<file path="config.mk">
export PLATFORM = sky130hd
export DESIGN_NAME = lcd_bus_driver
export DESIGN_NICKNAME = d
export VERILOG_FILES = /design/src/rtl/lcd_bus_driver.sv
export SDC_FILE = /design/constraint.sdc
export NUM_CORES = 1
export LEC_CHECK = 0
export CAP_MARGIN = 25
export CORE_MARGIN = 8
export CORE_UTILIZATION = 35
export CTS_CLUSTER_DIAMETER = 150
export DETAILED_ROUTE_END_ITERATION = 12
export MAX_ROUTING_LAYER = met4
export PLACE_DENSITY = 0.71
export REMOVE_ABC_BUFFERS = 1
export SLEW_MARGIN = 20
export SYNTH_ARGS = -nofsm -noshare
export SYNTH_HDL_FRONTEND = slang
export SYNTH_SLANG_ARGS = --single-unit
</file>
<file path="constraint.sdc">
create_clock -name i_clk -period 6.2 [get_ports i_clk]
set_input_delay 0.62 -clock i_clk [delete_from_list [all_inputs] [get_ports i_clk]]
set_output_delay 0.62 -clock i_clk [all_outputs]
set_load 0.05 [all_outputs]
</file>
<file path="src/rtl/lcd_bus_driver.sv">
// Purpose : turns each 32-bit store to the LCD register into one timed HD44780-style bus cycle.
// Latency : bus (RS/RW/DATA/ON) driven the cycle after the store; EN rises T_AS cycles later.
// Backpr. : no ready; one store queues behind the active cycle, further stores drop and set overflow.
//
// Ports:
//   i_clk, i_reset       clock, asynchronous active-low reset
//   i_lcd_reg, i_lcd_wr  command word ([31] ON, [9] RS, [8] RW, [7:0] DATA) and its store strobe
//   i_lcd_data_in        LCD data bus read-back, sampled as EN falls on read cycles
//   i_clr_ovf            clears the sticky overflow flag
//   o_lcd_*              LCD pins (EN strobe, RS, RW, DATA drive value, ON)
//   o_rd_data            last read-cycle sample
//   o_busy, o_overflow   status back to the LSU
module lcd_bus_driver #(
    parameter int T_AS        = 2,
    parameter int T_PW        = 12,
    parameter int T_H         = 2,
    parameter int T_EXEC      = 2000,
    parameter int T_EXEC_LONG = 82000
) (
    input  logic        i_clk,
    input  logic        i_reset,
    input  logic [31:0] i_lcd_reg,
    input  logic        i_lcd_wr,
    input  logic [7:0]  i_lcd_data_in,
    input  logic        i_clr_ovf,
    output logic        o_lcd_on,
    output logic        o_lcd_rs,
    output logic        o_lcd_rw,
    output logic        o_lcd_en,
    output logic [7:0]  o_lcd_data,
    output logic [7:0]  o_rd_data,
    output logic        o_busy,
    output logic        o_overflow
);

    // The longest wait sets the counter width; every timed state shares one down-counter.
    localparam int CW = $clog2(T_EXEC_LONG + 1);

    typedef enum logic [2:0] {
        IDLE,
        SETUP,
        PULSE,
        HOLD,
        WAIT
    } state_t;

    typedef struct packed {
        logic       on;
        logic       rs;
        logic       rw;
        logic [7:0] data;
    } lcd_cmd_t;

    function automatic lcd_cmd_t decode(input logic [31:0] w);
        lcd_cmd_t c;
        c.on   = w[31];
        c.rs   = w[9];
        c.rw   = w[8];
        c.data = w[7:0];
        return c;
    endfunction

    state_t         state, state_nxt;
    logic [CW-1:0]  cnt, cnt_nxt;
    lcd_cmd_t       cur;        // command currently on the bus (and held after it ends)
    lcd_cmd_t       pend;       // one-entry pending buffer
    logic           pend_vld;
    logic [7:0]     rd_data;
    logic           overflow;

    logic           load_new;   // start directly from the incoming store
    logic           load_pend;  // start from the pending buffer
    logic           pend_accept;
    logic           drop;
    logic           rd_sample;
    logic           cur_long;
    logic           last_cnt;

    // Bits 30:10 of the command word carry nothing for this block.
    logic           unused_reg_bits;
    assign unused_reg_bits = ^i_lcd_reg[30:10];

    // Clear display / return home need the long execution wait.
    assign cur_long = !cur.rs && !cur.rw && (cur.data == 8'h01 || cur.data == 8'h02);
    assign last_cnt = (cnt == CW'(1));

    // ------------------------------------------------------------------
    // FSM state register
    // ------------------------------------------------------------------
    always_ff @(posedge i_clk or negedge i_reset) begin
        if (!i_reset) begin
            state <= IDLE;
            cnt   <= '0;
        end else begin
            state <= state_nxt;
            cnt   <= cnt_nxt;
        end
    end

    // ------------------------------------------------------------------
    // Next state: each timed state loads its count on entry and leaves
    // when the count reaches 1, so it lasts exactly that many cycles.
    // ------------------------------------------------------------------
    always_comb begin
        state_nxt = state;
        cnt_nxt   = cnt;
        load_new  = 1'b0;
        load_pend = 1'b0;
        unique case (state)
            IDLE: begin
                // A pending word can only sit here if it arrived on the
                // WAIT-exit cycle of a command that found the slot empty.
                if (pend_vld) begin
                    load_pend = 1'b1;
                    state_nxt = SETUP;
                    cnt_nxt   = CW'(T_AS);
                end else if (i_lcd_wr) begin
                    load_new  = 1'b1;
                    state_nxt = SETUP;
                    cnt_nxt   = CW'(T_AS);
                end
            end
            SETUP: begin
                if (last_cnt) begin
                    state_nxt = PULSE;
                    cnt_nxt   = CW'(T_PW);
                end else begin
                    cnt_nxt = cnt - CW'(1);
                end
            end
            PULSE: begin
                if (last_cnt) begin
                    state_nxt = HOLD;
                    cnt_nxt   = CW'(T_H);
                end else begin
                    cnt_nxt = cnt - CW'(1);
                end
            end
            HOLD: begin
                if (last_cnt) begin
                    state_nxt = WAIT;
                    cnt_nxt   = cur_long ? CW'(T_EXEC_LONG) : CW'(T_EXEC);
                end else begin
                    cnt_nxt = cnt - CW'(1);
                end
            end
            WAIT: begin
                if (last_cnt) begin
                    if (pend_vld) begin
                        // Chain straight into the next command, no IDLE gap.
                        load_pend = 1'b1;
                        state_nxt = SETUP;
                        cnt_nxt   = CW'(T_AS);
                    end else begin
                        state_nxt = IDLE;
                        cnt_nxt   = '0;
                    end
                end else begin
                    cnt_nxt = cnt - CW'(1);
                end
            end
            default: begin
                state_nxt = IDLE;
                cnt_nxt   = '0;
            end
        endcase
    end

    // A store that does not start a cycle goes into the pending slot if the
    // slot is empty or is being emptied this very cycle; otherwise it drops.
    assign pend_accept = i_lcd_wr && !load_new && (!pend_vld || load_pend);
    assign drop        = i_lcd_wr && pend_vld && !load_pend;

    // Read data is captured on the edge that ends the pulse (EN falling).
    assign rd_sample   = (state == PULSE) && last_cnt && cur.rw;

    // ------------------------------------------------------------------
    // Datapath: bus word, pending buffer, read-back, overflow
    // ------------------------------------------------------------------
    always_ff @(posedge i_clk or negedge i_reset) begin
        if (!i_reset) begin
            cur      <= '0;
            pend     <= '0;
            pend_vld <= 1'b0;
            rd_data  <= '0;
            overflow <= 1'b0;
        end else begin
            if (load_new) begin
                cur <= decode(i_lcd_reg);
            end else if (load_pend) begin
                cur <= pend;
            end

            if (pend_accept) begin
                pend     <= decode(i_lcd_reg);
                pend_vld <= 1'b1;
            end else if (load_pend) begin
                pend_vld <= 1'b0;
            end

            if (rd_sample) begin
                rd_data <= i_lcd_data_in;
            end

            // A drop in the same cycle as a clear leaves the flag set.
            if (drop) begin
                overflow <= 1'b1;
            end else if (i_clr_ovf) begin
                overflow <= 1'b0;
            end
        end
    end

    // EN decodes straight from the state register so an asynchronous reset
    // pulls it low without waiting for a clock edge.
    assign o_lcd_en   = (state == PULSE);
    assign o_lcd_on   = cur.on;
    assign o_lcd_rs   = cur.rs;
    assign o_lcd_rw   = cur.rw;
    assign o_lcd_data = cur.data;
    assign o_rd_data  = rd_data;
    assign o_busy     = (state != IDLE) || pend_vld;
    assign o_overflow = overflow;

endmodule

</file>
==> impl_metrics.sql <==
INSERT INTO impl_metrics (metric_group, metric, value, unit) VALUES
('outcome', 'result_of_the_run', 'finished clean', ''),
('logic_synthesis', 'synth_edf_count', '0', ''),
('clock_tree', 'clk_pin_slew_worst_paths', '110', 'ps'),
('placement', 'port_buffers', '44', ''),
('grt', 'track_usage', '12.90', '%'),
('cells_and_area', 'post_layout_nonfiller_instances', '422', ''),
('cells_and_area', 'most-common-layout-cells', '52 x dfrtp_1, 43 x clkdlybuf4s50_1, 36 x nand2_1, 25 x nor2_1, 18 x mux2_2', ''),
('clock_tree', 'clock_path_buffers', '2', ''),
('grt', 'grt_pass1_wl', '11.51', 'mm'),
('cells_and_area', 'fillerInstances', '728', ''),
('cells_and_area', 'finalInstanceArea', '3323', 'sq um'),
('timing', 'final.hold.worst_slack', '404.5', 'ps'),
('power_and_ir_drop', 'power_leakage', '1.268', 'nW'),
('job', 'max_cap_viol_count', '0', ''),
('floorplan', 'design.die.area', '10900', 'sq um'),
('logic_synthesis', 'synth_compound_gate_area_share', '14.68', '%'),
('detailed_routing', 'route.vias.total', '2303', ''),
('logic_synthesis', 'postSynth.asyncResetShare', '100.0', '%'),
('logic_synthesis', 'syn_area', '2735', 'sq um'),
('timing', 'maxSlewViolCount', '0', ''),
('grt', 'gr_met1_demand_resource', '16.80', '%'),
('logic_synthesis', 'yosysWarningCount', '0', ''),
('clock_tree', 'tritoncts.num_buffers', '5', ''),
('floorplan', 'die_height', '104.4', 'microns'),
('logic_synthesis', 'synthesis.instances', '285', ''),
('detailed_routing', 'average_routed_wire_per_standard_cell', '16.15', 'microns'),
('floorplan', 'top_level_ports', '66', ''),
('clock_tree', 'tritoncts', 'done', ''),
('logic_synthesis', 'synthFlopType', 'dfrtp_1', ''),
('cells_and_area', 'antenna_cells_inserted', '0', ''),
('setup_path', 'crit_arrival', '2340', 'ps'),
('setup_path', 'critical_path_class', 'reg2out', ''),
('setup_path', 'worst_ep_required_time', '5580', 'ps'),
('clock_tree', 'cts.repair_timing.setup_buffer_count', '0', ''),
('timing', 'fin_skew', '8.029', 'ps'),
('logic_synthesis', 'combinational_family_with_the_most_area_after_synthesis', 'simple AND/OR/NAND/NOR gates', ''),
('power_and_ir_drop', 'power_density', '183.9', 'nW/um^2'),
('setup_path', 'largest_driver_fanout_on_the_critical_path', '14', ''),
('clock_tree', 'cts_repair_resize_count', '0', ''),
('logic_synthesis', 'muxShareOfSynthArea', '8.554', '%'),
('setup_path', 'critPathCaptureType', 'primary output', ''),
('timing', 'final.setup.tns', '0', 'ps'),
('placement', 'detailedPlacementHpwl', '4.907', 'mm'),
('floorplan', 'core.rowCount', '32', ''),
('logic_synthesis', 'synth-xor-area-share', '1.921', '%'),
('grt', 'pin_count_of_the_biggest_net_entering_global_routing', '53', ''),
('grt', 'globalRouteOverflowTotal', '0', ''),
('logic_synthesis', 'seq_area_frac_synth', '47.58', '%'),
('timing', 'finalSetupViolCount', '0', ''),
('grt', 'grt_antenna_before_repair', '0', ''),
('floorplan', 'fp.coreArea', '7647', 'sq um'),
('timing', 'post-route-worst-setup-slack', '3238', 'ps'),
('logic_synthesis', 'yosys.cell_types.count', '51', ''),
('clock_tree', 'h_tree_depth', '2', ''),
('logic_synthesis', 'synthSimpleGateAreaFrac', '22.10', '%'),
('logic_synthesis', 'synth_fa_ha_area_share', '0.9149', '%'),
('logic_synthesis', 'synth_seq_cells', '52', ''),
('detailed_routing', 'drt_iter0_markers', '147', ''),
('power_and_ir_drop', 'ir_worst_vdd', '125.3', 'uV'),
('timing', 'finalHoldViolations', '0', ''),
('placement', 'dpl_cell_area', '3227', 'sq um'),
('timing', 'rsz_0062_raised_after_global_routing', 'false', ''),
('placement', 'dpl.cell_count', '414', ''),
('detailed_routing', 'drc', '0', ''),
('cells_and_area', 'area_delta_synth_final', '21.50', '%'),
('placement', 'place_congestion', '0.8529', ''),
('timing', 'finalCritPeriodShare', '47.78', '%'),
('grt', 'gr-usage-met3', '2.107', '%'),
('floorplan', 'floorplan.initialDensity', '35.77', '%'),
('detailed_routing', 'detail-route-antenna-nets', '0', ''),
('timing', 'worst_slew_margin_rel', '31.96', '%');
[sequential cells by signal, summed over array words and instances (netlist names)]
register    count
cnt            17
o_lcd_rw        1
pend_vld        1
o_overflow      1
pend           11
o_rd_data       8
o_lcd_data      8
o_lcd_rs        1
state           3
o_lcd_on        1
[power breakdown]
part	total (mW)	switching [mW]	internal, mW
Combinational	0.0498	0.0256	0.0242
Clock	0.208	0.125	0.0831
Sequential	0.353	0.00474	0.348
[path summary, 6_finish.rpt]
check,from,endpoint,slack [ps],cells past startpoint
max in group asynchronous,i_reset,state[2],5350,2
min in group i_clk,pend[6],pend[6],500,1
worst max register to register,cnt[1],pend[1],3360,8
worst min register to register,pend[6],pend[6],500,1
worst min-delay path,i_reset,pend[7],400,2
worst max-delay path,state[2],o_lcd_en,3240,4
[cell families after synthesis]
logic type	count (synthesis)
xor+xnor	6
flops	52
compound gates	62
mux	21
fa+ha+maj	2
simple gates	115
buf+inv	27
[cells in the mapped netlist (all sizes together), types with 3 or more instances]
cell type | n | share of area, %
nor4 | 10 | 2.5
a31oi | 13 | 3.0
dfrtp | 52 | 48
and4 | 4 | 1.3
xnor2 | 3 | 0.96
nand2 | 36 | 4.9
clkbuf | 14 | 1.9
buf | 5 | 1.2
inv | 8 | 1.1
or3 | 5 | 1.2
or2 | 4 | 0.92
xor2 | 3 | 0.96
or4 | 4 | 1.4
nor3 | 10 | 2.0
mux2 | 19 | 7.8
a21oi | 10 | 1.8
nand3 | 5 | 1.1
o311ai | 6 | 1.9
nor2 | 25 | 3.4
o21ai | 17 | 3.1
[worst max-delay path: stages, from the launching register on]
cell and delay [ps]:
dfrtp_1 540, inv_1 250, nand2_1 110, nor2_1 240, clkdlybuf4s50_1 890
[layout make-up]
cell class | count | area [sq um] | area share [%]
Timing Repair Buffer | 46 | 450.4 | 13.55
Multi-Input combinational cell | 206 | 1318 | 39.65
Sequential cell | 52 | 1301 | 39.16
Tap cell | 102 | 127.6 | 3.840
Inverter | 8 | 30.03 | 0.9036
Clock inverter | 3 | 27.53 | 0.8283
Clock buffer | 5 | 68.82 | 2.071
[per-layer routing]
| metal | vias up | share of wire, % |
|---|---|---|
| met4 | 0 | 0.92 |
| met5 | - | 0 |
| met3 | 7 | 4.0 |
| met1 | 1127 | 47 |
| li1 | 1110 | - |
| met2 | 59 | 48 |
[through the flow]
step / total power [mW] / utilization, %
after floorplan: 0.3784 / -
after global placement: 0.4085 / 42.10
after detailed placement: 0.4105 / 42.20
after CTS: 0.6193 / 43.46
after global routing: 0.6375 / 43.46
final: 0.6112 / 43.46
No activity file was read; power rests on OpenSTA's default activity.
